`src/rtl/gpio_bus_arbiter.sv`:
```
// rtl/gpio_bus_arbiter.sv - round-robin GPIO register-port arbiter with bus lock
// Optional lock revocation after LOCK_TIMEOUT idle owner cycles: define GPIO_ARB_LOCK_TIMEOUT_EN.
module gpio_bus_arbiter #(
    parameter int NUM_REQ      = 2,
    parameter int LOCK_TIMEOUT = 64
) (
    input  logic                   clk,
    input  logic                   reset,
    input  logic [NUM_REQ-1:0]     req,
    input  logic [NUM_REQ-1:0]     req_we,
    input  logic [NUM_REQ-1:0]     req_lock,
    input  logic [32*NUM_REQ-1:0]  req_addr,
    input  logic [32*NUM_REQ-1:0]  req_wdata,
    output logic [NUM_REQ-1:0]     ack,
    output logic [31:0]            rdata,
    output logic [NUM_REQ-1:0]     grant,
    output logic                   p_read,
    output logic                   p_write,
    output logic [31:0]            p_address,
    output logic [31:0]            p_write_data,
    input  logic [31:0]            p_read_data,
    output logic                   lock_timeout
);

    typedef enum logic [1:0] {
        S_IDLE   = 2'd0,
        S_ISSUE  = 2'd1,
        S_ACK    = 2'd2,
        S_LOCKED = 2'd3
    } state_t;

    // Requester indices are 2 bits wide, enough for up to four masters.
    localparam logic [1:0] LAST_IDX = 2'(NUM_REQ - 1);

    if (NUM_REQ < 2 || NUM_REQ > 4 || LOCK_TIMEOUT < 1) begin : g_param_check
        $error("gpio_bus_arbiter: NUM_REQ must be 2..4 and LOCK_TIMEOUT at least 1");
    end

    state_t               state_q, state_d;
    logic [1:0]           rr_ptr_q, rr_ptr_d;
    logic [1:0]           owner_q, owner_d;
    logic [NUM_REQ-1:0]   grant_q, grant_d;
    logic                 we_q, we_d;
    logic                 lock_q, lock_d;
    logic [31:0]          addr_q, addr_d;
    logic [31:0]          wdata_q, wdata_d;
    logic [31:0]          rdata_q, rdata_d;

    logic                 arb_found;
    logic [1:0]           arb_idx;
    logic [NUM_REQ-1:0]   arb_onehot;
    logic [1:0]           sel_idx;
    logic                 sel_we;
    logic                 sel_lock;
    logic [31:0]          sel_addr;
    logic [31:0]          sel_wdata;
    logic                 owner_req;
    logic                 owner_lock;

`ifdef GPIO_ARB_LOCK_TIMEOUT_EN
    localparam int CNT_W = $clog2(LOCK_TIMEOUT + 1);
    logic [CNT_W-1:0]     cnt_q, cnt_d;
    logic                 lock_timeout_q, lock_timeout_d;
`endif

    // Round-robin pick: first pending request at or after rr_ptr, wrapping.
    always_comb begin
        arb_found  = 1'b0;
        arb_idx    = rr_ptr_q;
        arb_onehot = '0;
        for (int k = 0; k < NUM_REQ; k++) begin
            for (int i = 0; i < NUM_REQ; i++) begin
                if (!arb_found && req[i] && (((int'(rr_ptr_q) + k) % NUM_REQ) == i)) begin
                    arb_found = 1'b1;
                    arb_idx   = 2'(i);
                end
            end
        end
        for (int i = 0; i < NUM_REQ; i++) begin
            arb_onehot[i] = (int'(arb_idx) == i);
        end
    end

    // Capture mux: the arbitration winner when idle, the lock owner when locked.
    always_comb begin
        sel_idx   = (state_q == S_LOCKED) ? owner_q : arb_idx;
        sel_we    = 1'b0;
        sel_lock  = 1'b0;
        sel_addr  = '0;
        sel_wdata = '0;
        for (int i = 0; i < NUM_REQ; i++) begin
            if (int'(sel_idx) == i) begin
                sel_we    = req_we[i];
                sel_lock  = req_lock[i];
                sel_addr  = req_addr[32*i +: 32];
                sel_wdata = req_wdata[32*i +: 32];
            end
        end
        owner_req  = |(req & grant_q);
        owner_lock = |(req_lock & grant_q);
    end

    // Next-state logic: arbitration, single-cycle strobe, ack, lock hold/release.
    always_comb begin
        state_d  = state_q;
        rr_ptr_d = rr_ptr_q;
        owner_d  = owner_q;
        grant_d  = grant_q;
        we_d     = we_q;
        lock_d   = lock_q;
        addr_d   = addr_q;
        wdata_d  = wdata_q;
        rdata_d  = rdata_q;
`ifdef GPIO_ARB_LOCK_TIMEOUT_EN
        cnt_d          = cnt_q;
        lock_timeout_d = 1'b0;
`endif
        case (state_q)
            S_IDLE: begin
                if (arb_found) begin
                    owner_d = arb_idx;
                    grant_d = arb_onehot;
                    we_d    = sel_we;
                    lock_d  = sel_lock;
                    addr_d  = sel_addr;
                    wdata_d = sel_wdata;
                    state_d = S_ISSUE;
                end
            end
            S_ISSUE: begin
                if (!we_q) begin
                    rdata_d = p_read_data;
                end
                state_d = S_ACK;
            end
            S_ACK: begin
                rr_ptr_d = (owner_q == LAST_IDX) ? 2'd0 : owner_q + 2'd1;
                if (lock_q) begin
                    state_d = S_LOCKED;
`ifdef GPIO_ARB_LOCK_TIMEOUT_EN
                    cnt_d   = '0;
`endif
                end else begin
                    grant_d = '0;
                    state_d = S_IDLE;
                end
            end
            S_LOCKED: begin
                if (owner_req) begin
                    we_d    = sel_we;
                    lock_d  = sel_lock;
                    addr_d  = sel_addr;
                    wdata_d = sel_wdata;
                    state_d = S_ISSUE;
`ifdef GPIO_ARB_LOCK_TIMEOUT_EN
                    cnt_d   = '0;
`endif
                end else if (!owner_lock) begin
                    grant_d = '0;
                    state_d = S_IDLE;
                end else begin
`ifdef GPIO_ARB_LOCK_TIMEOUT_EN
                    if (cnt_q == CNT_W'(LOCK_TIMEOUT - 1)) begin
                        grant_d        = '0;
                        state_d        = S_IDLE;
                        lock_timeout_d = 1'b1;
                        cnt_d          = '0;
                    end else begin
                        cnt_d = cnt_q + 1'b1;
                    end
`endif
                end
            end
            default: begin
                state_d = S_IDLE;
                grant_d = '0;
            end
        endcase
    end

    // State and datapath registers; reset cancels any strobe or ack in flight.
    always_ff @(posedge clk) begin
        if (reset) begin
            state_q  <= S_IDLE;
            rr_ptr_q <= '0;
            owner_q  <= '0;
            grant_q  <= '0;
            we_q     <= 1'b0;
            lock_q   <= 1'b0;
            addr_q   <= '0;
            wdata_q  <= '0;
            rdata_q  <= '0;
        end else begin
            state_q  <= state_d;
            rr_ptr_q <= rr_ptr_d;
            owner_q  <= owner_d;
            grant_q  <= grant_d;
            we_q     <= we_d;
            lock_q   <= lock_d;
            addr_q   <= addr_d;
            wdata_q  <= wdata_d;
            rdata_q  <= rdata_d;
        end
    end

`ifdef GPIO_ARB_LOCK_TIMEOUT_EN
    // Idle-owner counter and one-cycle revocation pulse.
    always_ff @(posedge clk) begin
        if (reset) begin
            cnt_q          <= '0;
            lock_timeout_q <= 1'b0;
        end else begin
            cnt_q          <= cnt_d;
            lock_timeout_q <= lock_timeout_d;
        end
    end
    assign lock_timeout = lock_timeout_q;
`else
    assign lock_timeout = 1'b0;
`endif

    // Ack pulses to the owner for the single cycle spent in ACK.
    always_comb begin
        ack = '0;
        for (int i = 0; i < NUM_REQ; i++) begin
            ack[i] = (state_q == S_ACK) && (int'(owner_q) == i);
        end
    end

    assign grant        = grant_q;
    assign rdata        = rdata_q;
    assign p_read       = (state_q == S_ISSUE) && !we_q;
    assign p_write      = (state_q == S_ISSUE) && we_q;
    assign p_address    = addr_q;
    assign p_write_data = wdata_q;

endmodule

```
`config.mk`:
```
export PLATFORM = sky130hd
export DESIGN_NAME = gpio_bus_arbiter
export DESIGN_NICKNAME = d
export VERILOG_FILES = /design/src/rtl/gpio_bus_arbiter.sv
export SDC_FILE = /design/constraint.sdc
export NUM_CORES = 1
export LEC_CHECK = 0
export ABC_AREA = 0
export CORE_UTILIZATION = 38
export DETAILED_ROUTE_END_ITERATION = 16
export GPL_TIMING_DRIVEN = 0
export PLACE_DENSITY = 0.91
export SLEW_MARGIN = 20
export SYNTH_ARGS = -nofsm -noshare
export SYNTH_HDL_FRONTEND = slang
export SYNTH_SLANG_ARGS = --single-unit
```
`constraint.sdc`:
```
create_clock -name clk -period 2 [get_ports clk]
set_input_delay 0.4 -clock clk [delete_from_list [all_inputs] [get_ports clk]]
set_output_delay 0.4 -clock clk [all_outputs]
set_load 0.005 [all_outputs]
```
==> results by group, run 1 <==
Run status
  • Status: finished clean

Timing
  • Final setup violation count: 0
  • Hold Fails Final Rpt: 0
  • Setup Skew: 0.008564 ns
  • Final period util: 93.80%
  • Min Tclk post-route: about 1.9 ns
  • Setup slack after layout: 0.1240 ns
  • Count of pins over their slew limit: 0
  • Fmax: 533.0 MHz
  • RSZ-0062 raised after global routing: false

Yosys
  • Sequential share of the synthesized area: 45.74%
  • Synth Warn #: 0
  • Synthesis-stage register bit count: around 110
  • Syn_area_per_cell: 7.972 sq um
  • Post-synth top area cell: dfxtp_1
  • Asr flop ratio synth: 0%
  • Cells after synthesis: 582
  • Synth top area cells: dfxtp_1 (46%), o21ai_0 (12%), a31oi_1 (8.9%), nand3_1 (7.1%), nand2_1 (5.4%)
  • Syn nets: 750
  • Post-synthesis cell area: 4639 sq um
  • Unique cell type count in the Yosys netlist: 37
  • Ys flop type: dfxtp_1
  • Yosys top cell area share: 45.74%
  • Post-synth EDFFs: 0

Critical path
  • Critical Path End Type: register
  • Worst-path maximum fanout: 10
  • Startpoint Class: input port
  • Required time of the critical path: 2.22 ns
  • Kind of critical path: in -> reg
  • CP arrival: 2.09 ns

Layout
  • Nets: about 1,000
  • N_diodes: 0
  • Layout cells sized above 1: 8.651%
  • Post-Layout Cell Count: slightly above 1,000
  • Area Growth Syn to Fin: 68.64%

Global routing
  • Initial antenna violation count: 0
  • Global-route wire length before repair: 26,170 um
  • Aggregate global routing overflow: 0
  • GRT Total Usage: 26.17%
  • Largest net degree at the start of global routing: 17
  • Vias in the first global route: 5,294

Place
  • RePlAce Congestion: 0.8532
  • Placed insts: between 900 and 1,000
  • Dpl ws: -0.2218 ns
  • Port bufs: approximately 270
  • HPWL after DPL: between 10,000 and 15,000 um

Routing
  • Number of remaining DRC errors: 0
  • Vias per inst: 5.455
  • DRT iter0 DRCs: roughly 430
  • Vias: around 5,500
  • Number of routed nets with antenna violations: 0
  • Routed WL per cell: approximately 16 um
  • Drt pass-1 iters: 5
  • Drt total wl: between 15,000 and 20,000 um

Power and ir drop
  • Clock share of power: a little under a third
  • Leak: roughly 2.9 nW
  • Switching portion of total power: 27.12%
  • Power Dens Cells: between 700 and 800 nW/um^2
  • Cell Int Power: roughly 4.4 mW
  • Sw Pwr: between 1.5 and 2 mW
  • Maximum VDD drop: 0.0005123 V
  • Seq pwr share: 41.6%
  • Comb pwr share: 28.1%

CTS
  • H-tree levels: 3
  • TritonCTS clock tree: done
  • Clock root buffer: clkbuf_16
  • Clock insertion delay at the later pin of the skew report: 0.34 ns
  • CTS max path bufs: 2
  • Hold-fix buffers, CTS: 0
  • Clk sinks: 106
  • Worst-path clk slew: 0.07 ns
  • Cts bufs inserted: 9

Floorplanning
  • Die area: 12,660 sq um
  • Core footprint: 11,660 sq um
  • Starting density of the core: 39.78%
  • Rows: 39
  • Io pins: 271
  • Die extent in x: 112.5 um
  • Die Y: about 110 um

Run
  • MaxCap Viol Count: 0

Hold path
  • Hold WC Path Type: reg -> reg
## sequential cells by signal, summed over array words and instances, names as in the netlist
register      count
p_write_data     32
p_address        32
we_q              1
rdata            32
state_q           2
owner_q           2
grant             2
lock_q            1
rr_ptr_q          2
## power groups by stage
stage / sequential (mW) / combinational (mW) / clock (mW)
finish: 2.49 / 1.68 / 1.81
floorplan: 2.54 / 0.649 / 0
global route: 2.51 / 1.83 / 1.92
global placement: 2.52 / 1.65 / 0
CTS: 2.49 / 1.68 / 1.85
detailed placement: 2.53 / 1.67 / 0
## per-layer routing
metal,part of all wire (%),global-route usage [%],wire length (um),vias up
met5,0,0,0,-
met4,3.7,12.80,605,0
met3,8.7,6.857,1439,43
met2,49,45.76,8120,286
met1,38,29.59,6304,2518
li1,-,-,-,2663
## cells by family after synthesis
group | after synthesis | synth area share [%]
AND/OR/NAND/NOR | 159 | 15.72
multiplexers | 2 | 0.4585
flip-flops | 106 | 45.74
AO/OA/AOI/OAI | 248 | 30.29
other | 1 | 0.08083
buffers and inverters | 66 | 7.713
## per-stage QoR
stage | util, % | hold slack, ns | TNS [ns] | power (mW) | cell area (sq um)
final | 67.09 | 0.4530 | 0 | 5.981 | 7824
after global routing | 67.09 | 0.4695 | 0 | 6.268 | 7824
after CTS | 67.07 | 0.4558 | 0 | 6.021 | 7823
after detailed placement | 64.32 | 0.4463 | -12.01 | 4.196 | 7501
after global placement | 64.32 | 0.4415 | -11.09 | 4.169 | 7501
after floorplan | - | 0.4527 | 0 | 3.188 | 4639
## cell type report
class                           instances  area [sq um]
Multi-Input combinational cell        410          2167
Clock buffer                           12         256.5
Clock inverter                          4         50.05
Buffer                                 62         342.8
Timing Repair Buffer                  270          2693
Fill cell                             959          3839
Tap cell                              143         178.9
Inverter                                3         13.76
Sequential cell                       106          2122
## placed cells by master, fill, tap and decap left out, types with 2 or more instances in the layout
cell             instances
a21oi_1                 37
buf_2                   23
nor2_1                   9
dfxtp_1                106
clkdlybuf4s50_1        264
nand2_1                 67
buf_6                    4
dlygate4sd2_1            4
a31oi_1                 66
and3_1                   2
a22oi_1                  2
clkbuf_2                 5
o21ai_1                 26
nor3b_1                  3
clkbuf_16                9
buf_4                   14
clkbuf_1                19
nand3_1                 66
nand2b_1                 3
o21ai_0                108
clkinvlp_4               2
clkbuf_8                 2
## repair_timing
action,CTS,global route
gates resized for setup,9,2
buffers inserted,2,0
setup endpoints to repair,4,3
pin swaps,1,0
## cell usage after synthesis (2+ instances only)
master and instances:
nor3b_1 3, and3_1 2, o21ai_1 26, a21oi_1 37, clkbuf_1 19, nand3_1 66, buf_4 12, buf_2 24
nor3_1 2, inv_1 3, a31oi_1 66, nor2_1 9, o21ai_0 108, buf_6 4, a22oi_1 2, clkbuf_2 4
dfxtp_1 106, nand2_1 67, nand2b_1 4
## critical path, stage by stage
cell             delay, ns
clkdlybuf4s50_1       0.61
a22o_2                0.29
o2bb2ai_4             0.19
buf_4                 0.23
buf_2                 0.25
a31oi_1               0.11
## worst paths after layout
path | cells after the start | start | slack, ns | endpoint
setup / recovery | 6 | req[1] | 0.12 | p_write_data[16]
hold / removal | 2 | rdata[6] | 0.45 | rdata[6]
setup reg to reg | 5 | owner_q[0] | 0.28 | p_address[20]
hold reg to reg | 2 | rdata[6] | 0.45 | rdata[6]
Power figures use the tool's default switching activity.
==> run 2: changes to the inputs <==
--- a/config.mk
+++ b/config.mk
@@ -6,6 +6,7 @@
 export NUM_CORES = 1
 export LEC_CHECK = 0
 export ABC_AREA = 0
+export CORE_ASPECT_RATIO = 1.5
 export CORE_UTILIZATION = 38
 export DETAILED_ROUTE_END_ITERATION = 16
 export GPL_TIMING_DRIVEN = 0
==> results by group, run 2 (synthesis results as in run 1) <==
Floorplanning
  • Core footprint: 11,960 sq um (was 11,660 sq um)
  • Die extent in x: 92.22 um (was 112.5 um)
  • Starting density of the core: 38.81% (was 39.78%)
  • Die Y: 137.3 um (was 112.5 um)
  • Io pins: 271 (unchanged)
  • Die area: 12,660 sq um (about the same)
  • Rows: 49 (was 39)

Timing
  • Setup Skew: 0.009433 ns (was 0.008564 ns)
  • Count of pins over their slew limit: 0 (unchanged)
  • Hold Fails Final Rpt: 0 (unchanged)
  • Final setup violation count: 0 (unchanged)
  • RSZ-0062 raised after global routing: false (unchanged)
  • Setup TNS: 0 ns (unchanged)
  • Fmax: 510.4 MHz (was 533.0 MHz)
  • Final period util: 97.96% (was 93.80%)
  • Hold_ws: 0.4531 ns (was 0.4530 ns)
  • Min Tclk post-route: 1.959 ns (was 1.876 ns)
  • Setup slack after layout: 0.04076 ns (was 0.1240 ns)

Critical path
  • FF-to-FF End: p_address[14] (was p_address[20])
  • Startpoint Class: input port (unchanged)
  • Worst R2R Path Depth: 6 (was 5)
  • Largest stage delay, worst path: 0.58 ns (was 0.61 ns)
  • Required time of the critical path: 2.26 ns (was 2.22 ns)
  • Worst-path maximum fanout: 10 (unchanged)
  • CP most frequent cell: buf_2
  • CP arrival: 2.22 ns (was 2.09 ns)
  • Kind of critical path: in -> reg (unchanged)
  • Launch point of the worst reg-to-reg path: rr_ptr_q[0] (was owner_q[0])
  • Slowest-stage cell, CP: clkdlybuf4s50_1 (unchanged)
  • Reg2Reg Setup Slack: 0.27 ns (was 0.28 ns)
  • CP Cell Sequence: clkdlybuf4s50_1 > nor2b_2 > o211ai_2 > buf_2 > buf_2 > nand3_1 > a31oi_1 (was clkdlybuf4s50_1 > a22o_2 > o2bb2ai_4 > buf_4 > buf_2 > a31oi_1)
  • Critical Path End Type: register (unchanged)

Power and ir drop
  • Comb pwr share: 28.2% (was 28.1%)
  • Pwr Total: 5.967 mW (was 5.981 mW)
  • Seq pwr share: 41.8% (was 41.6%)
  • Switching portion of total power: 27.86% (was 27.12%)
  • Clock share of power: 30.0% (was 30.3%)
  • Cell Int Power: 4.304 mW (was 4.359 mW)
  • Power Dens Cells: 761.4 nW/um^2 (was 764.5 nW/um^2)
  • Maximum VDD drop: 0.0003743 V (was 0.0005123 V)
  • Leak: 2.907 nW (was 2.898 nW)
  • Sw Pwr: 1.662 mW (was 1.622 mW)

Hold path
  • Worst hold path stage count: 2 (unchanged)
  • Hold WC Path Type: reg -> reg (unchanged)
  • Worst hold endpoint: rdata[6] (unchanged)
  • Hold Crit Start: rdata[6] (unchanged)

Place
  • Dpl ws: -0.2837 ns (was -0.2218 ns)
  • Port bufs: 268 (unchanged)
  • HPWL after DPL: 12,370 um (was 12,240 um)
  • Placed insts: 1,003 (was 993)
  • Area after DPL: 7513 sq um (was 7501 sq um)
  • RePlAce Congestion: 0.8593 (was 0.8532)

Layout
  • Layout cells sized above 1: 8.651% (unchanged)
  • Post-Layout Cell Count: 1,020 (was 1,010)
  • Fill count: 989 (was 959)
  • N_diodes: 0 (unchanged)
  • Final Util: 65.55% (was 67.09%)
  • Commonest non-fill, non-tap cell in the layout: clkdlybuf4s50_1 (unchanged)
  • Area Growth Syn to Fin: 68.91% (was 68.64%)
  • Commonest cells after routing, fill and taps aside: clkdlybuf4s50_1 (265), o21ai_0 (108), dfxtp_1 (106) (was clkdlybuf4s50_1 (264), o21ai_0 (108), dfxtp_1 (106))
  • Post-route cell area: 7836 sq um (was 7824 sq um)
  • Nets: 1,030 (unchanged)

Global routing
  • GRT Total Usage: 25.18% (was 26.17%)
  • Aggregate global routing overflow: 0 (unchanged)
  • Vias in the first global route: 5,209 (was 5,294)
  • Largest net degree at the start of global routing: 19 (was 17)
  • Initial antenna violation count: 0 (unchanged)
  • Global-route wire length before repair: 25,360 um (was 26,170 um)

CTS
  • Clock insertion delay at the later pin of the skew report: 0.34 ns (about the same)
  • Clk sinks: 106 (unchanged)
  • Clock root buffer: clkbuf_16 (unchanged)
  • TritonCTS clock tree: done (unchanged)
  • Cts bufs inserted: 9 (unchanged)
  • CTS max path bufs: 2 (unchanged)
  • Worst-path clk slew: 0.07 ns (about the same)
  • H-tree levels: 3 (unchanged)

Routing
  • Drt pass-1 iters: 7 (was 5)
  • Number of remaining DRC errors: 0 (unchanged)
  • Number of routed nets with antenna violations: 0 (unchanged)
  • DRT iter0 DRCs: 254 (was 425)
  • Drt total wl: 16,580 um (was 16,470 um)
  • Vias per inst: 5.425 (was 5.455)
  • Routed WL per cell: 16.25 um (was 16.31 um)
  • Vias: 5,534 (was 5,510)

Run
  • MaxCap Viol Count: 0 (unchanged)

Run status
  • Status: finished clean (unchanged)
## run 2: worst max-delay path by stage
stage	from	end	slack (ns)	cells past startpoint
after floorplan	state_q[1]	grant[1]	0.48	5
after global placement	req[1]	p_address[14]	-0.24	6
after detailed placement	req[1]	p_address[14]	-0.28	6
after CTS	state_q[1]	p_read	0.001	5
after global routing	req[0]	p_address[21]	0.009	7
final	req[0]	p_address[14]	0.04	7
## run 2: layer usage
metal | global-route usage, % | share of wire (%) | routed length [um] | vias up
met2 | 45.90 | 52 | 8673 | 273
met4 | 11.37 | 3.6 | 604 | 0
met3 | 5.519 | 6.3 | 1046 | 48
met1 | 27.80 | 38 | 6254 | 2548
met5 | 0 | 0 | 0 | -
li1 | - | - | - | 2665
## run 2: repair_timing
item / CTS / global route
endpoints found under the setup margin: 3 / 10
hold buffers: 0 / 0
pin swaps: 1 / 0
gates resized for setup: 7 / 3
setup buffers: 2 / 0
## run 2: layout make-up
| type | instances | area (sq um) | share of cell area [%] |
|---|---|---|---|
| timing repair buffer | 270 | 2698 | 34.42 |
| inverter | 3 | 16.27 | 0.2076 |
| clock buffer | 9 | 225.2 | 2.874 |
| clock inverter | 7 | 73.82 | 0.9420 |
| sequential | 106 | 2122 | 27.08 |
| tap | 153 | 191.4 | 2.443 |
| buffer | 62 | 342.8 | 4.375 |
| multi-input combinational | 410 | 2167 | 27.65 |
## run 2: power groups by stage
stage          clock (mW)  combinational (mW)  sequential, mW
5_1_grt              1.90                1.83            2.52
3_5_place_dp            0                1.67            2.53
3_3_place_gp            0                1.64            2.52
4_1_cts              1.82                1.69            2.49
6_report             1.79                1.68            2.49
2_1_floorplan           0               0.649            2.54
## run 2: worst max-delay path, delay by kind of cell
family / cells / cell delay, ns
compound gates: 2 / 0.45
simple gates: 2 / 0.22
buf+inv: 3 / 1.14
==> run 3: changes to the inputs <==
--- a/config.mk
+++ b/config.mk
@@ -10,7 +10,7 @@
 export CORE_UTILIZATION = 38
 export DETAILED_ROUTE_END_ITERATION = 16
 export GPL_TIMING_DRIVEN = 0
-export PLACE_DENSITY = 0.91
+export PLACE_DENSITY = 0.85
 export SLEW_MARGIN = 20
 export SYNTH_ARGS = -nofsm -noshare
 export SYNTH_HDL_FRONTEND = slang
==> constraint.sdc (replaced) <==
create_clock -name clk -period 1.9 [get_ports clk]
set_input_delay 0.38 -clock clk [delete_from_list [all_inputs] [get_ports clk]]
set_output_delay 0.38 -clock clk [all_outputs]
set_load 0.005 [all_outputs]
==> results by group, run 3 (synthesis results as in run 1) <==
Floorplanning
  • Die extent in x: 92.22 um (unchanged)
  • Core footprint: 11,960 sq um (unchanged)
  • Die area: 12,660 sq um (unchanged)
  • Io pins: 271 (unchanged)
  • Starting density of the core: 38.81% (unchanged)
  • Rows: 49 (unchanged)
  • Die Y: 137.3 um (unchanged)

Timing
  • Final setup violation count: 0 (unchanged)
  • Worst Tran Pin Value: 0.5099 ns
  • Hold_ws: 0.4538 ns (was 0.4531 ns)
  • Setup TNS: 0 ns (unchanged)
  • Max-slew headroom: approximately two thirds
  • Count of pins over their slew limit: 0 (unchanged)
  • Min Tclk post-route: approximately 1.8 ns
  • Setup Skew: 0.008998 ns (was 0.009433 ns)
  • Fmax: 548.1 MHz
  • Final period util: around 96%
  • Hold Fails Final Rpt: 0 (unchanged)

Critical path
  • Crit path buffers/inverters: 2 (was 3)
  • Critical Path End Type: primary output (was register)
  • Kind of critical path: reg -> out (was in -> reg)
  • CP Cell Sequence: buf_6 > nand2b_2 > nor3b_2 > clkdlybuf4s15_1 (was clkdlybuf4s50_1 > nor2b_2 > o211ai_2 > buf_2 > buf_2 > nand3_1 > a31oi_1)
  • Top delay family on crit path: simple AND/OR/NAND/NOR gates (was buffers and inverters)
  • Startpoint Class: register (was input port)
  • Slowest-stage cell, CP: dfxtp_1 (was clkdlybuf4s50_1)
  • CP arrival: 1.44 ns (was 2.22 ns)
  • Required time of the critical path: 1.52 ns (was 2.26 ns)
  • Worst-path maximum fanout: 10 (unchanged)
  • Largest stage delay, worst path: 0.31 ns (was 0.58 ns)

Routing
  • DRT iter0 DRCs: 152 (was 254)
  • Number of routed nets with antenna violations: 0 (unchanged)
  • Drt pass-1 iters: 5 (was 7)
  • Vias per inst: 5.375 (was 5.425)
  • Drt total wl: 16,610 um (was 16,580 um)
  • Routed WL per cell: 16.17 um (was 16.25 um)
  • Number of remaining DRC errors: 0 (unchanged)
  • Vias: 5,520 (was 5,534)

Place
  • HPWL after DPL: 12,240 um (was 12,370 um)
  • Placed insts: 1,003 (unchanged)
  • RePlAce Congestion: 0.8492 (was 0.8593)
  • Port bufs: 268 (unchanged)

Layout
  • Register area: 2122 sq um (unchanged)
  • Fill count: 992 (was 989)
  • Commonest cells after routing, fill and taps aside: clkdlybuf4s50_1 (263), o21ai_0 (107), dfxtp_1 (106) (was clkdlybuf4s50_1 (265), o21ai_0 (108), dfxtp_1 (106))
  • N_diodes: 0 (unchanged)
  • Post-Layout Cell Count: 1,027 (was 1,020)
  • Commonest non-fill, non-tap cell in the layout: clkdlybuf4s50_1 (unchanged)
  • Nets: 1,037 (was 1,030)
  • Area Growth Syn to Fin: 70.63% (was 68.91%)
  • Footprint of the multi-input gates: 2180 sq um (was 2167 sq um)
  • Layout cells sized above 1: 9.611% (was 8.651%)

CTS
  • TritonCTS clock tree: done (unchanged)
  • Worst-path clk slew: 0.08 ns (was 0.07 ns)
  • Clock root buffer: clkbuf_16 (unchanged)
  • Clock insertion delay at the later pin of the skew report: 0.35 ns (was 0.34 ns)
  • H-tree levels: 3 (unchanged)
  • Cts bufs inserted: 9 (unchanged)
  • Clk sinks: 106 (unchanged)
  • CTS max path bufs: 2 (unchanged)

Power and ir drop
  • Maximum VDD drop: 0.0004325 V (was 0.0003743 V)
  • Leak: 2.945 nW (was 2.907 nW)
  • Pwr Total: 6.362 mW (was 5.967 mW)
  • Power Dens Cells: 803.7 nW/um^2 (was 761.4 nW/um^2)

Global routing
  • Global-route wire length before repair: 25,290 um (was 25,360 um)
  • Vias in the first global route: 5,194 (was 5,209)
  • Largest net degree at the start of global routing: 20 (was 19)
  • GRT Total Usage: 25.35% (was 25.18%)
  • Aggregate global routing overflow: 0 (unchanged)
  • Initial antenna violation count: 0 (unchanged)

Run
  • MaxCap Viol Count: 0 (unchanged)

Hold path
  • Hold WC Path Type: reg -> reg (unchanged)

Run status
  • Status: finished clean (unchanged)
[run 3: changes by cell type in the layout (fill, tap and decap cells not counted), sizes merged]
cell,delta
buf,+5
clkbuf,+1
clkdlybuf4s15,+1
clkdlybuf4s50,-2
clkinv,-2
clkinvlp,+2
dlygate4sd2,+1
inv,+1
[run 3: cell type report]
| cell class | count | area share [%] |
|---|---|---|
| Buffer | 62 | 4.425 |
| Clock buffer | 9 | 2.845 |
| Clock inverter | 7 | 1.075 |
| Inverter | 3 | 0.1739 |
| Multi-Input combinational cell | 410 | 27.53 |
| Sequential cell | 106 | 26.81 |
| Tap cell | 153 | 2.418 |
| Timing Repair Buffer | 276 | 34.63 |
| Timing Repair inverter | 1 | 0.09483 |
[run 3: tightest hold or removal path: stages (launching register included)]
cell and delay (ns):
dfxtp_1 0.31, nand2_1 0.05, a21oi_1 0.05
[run 3: worst paths after layout]
check	startpoint	endpoint	depth (start not counted)	slack, ns
max	state_q[0]	ack[1]	4	0.08
min	rdata[1]	rdata[1]	2	0.45
max reg2reg	owner_q[0]	p_address[11]	5	0.17
min reg2reg	rdata[1]	rdata[1]	2	0.45
[run 3: per-layer routing]
metal	share of wire [%]	vias up	track usage [%]
met1	37	2546	27.08
met2	52	260	46.31
met3	6.5	46	5.132
met4	4.0	0	14.15
met5	0	-	0
li1	-	2668	-
[run 3: timing repair]
item | 4_1_cts | 5_1_grt
gates resized for setup | 10 | 10
buffers inserted | 1 | 7
cloned | 0 | 1
hold buffers | 0 | 0
pin swaps | 1 | 1
setup endpoints to repair | 14 | 21
[run 3: power by group]
part	internal, mW	switching, mW	leakage (nW)
Combinational	1.04	0.763	1.92
Clock	1.05	0.897	0.146
Sequential	2.48	0.132	0.875
[run 3: per-stage QoR]
step                setup slack (ns)  utilization (%)  area (sq um)
finish                       0.07552            66.22          7916
global route                -0.02229            66.22          7916
CTS                          0.02073            65.52          7833
detailed placement           -0.4070            62.85          7513
global placement             -0.3873            62.85          7513
floorplan                     0.3842                -          4639
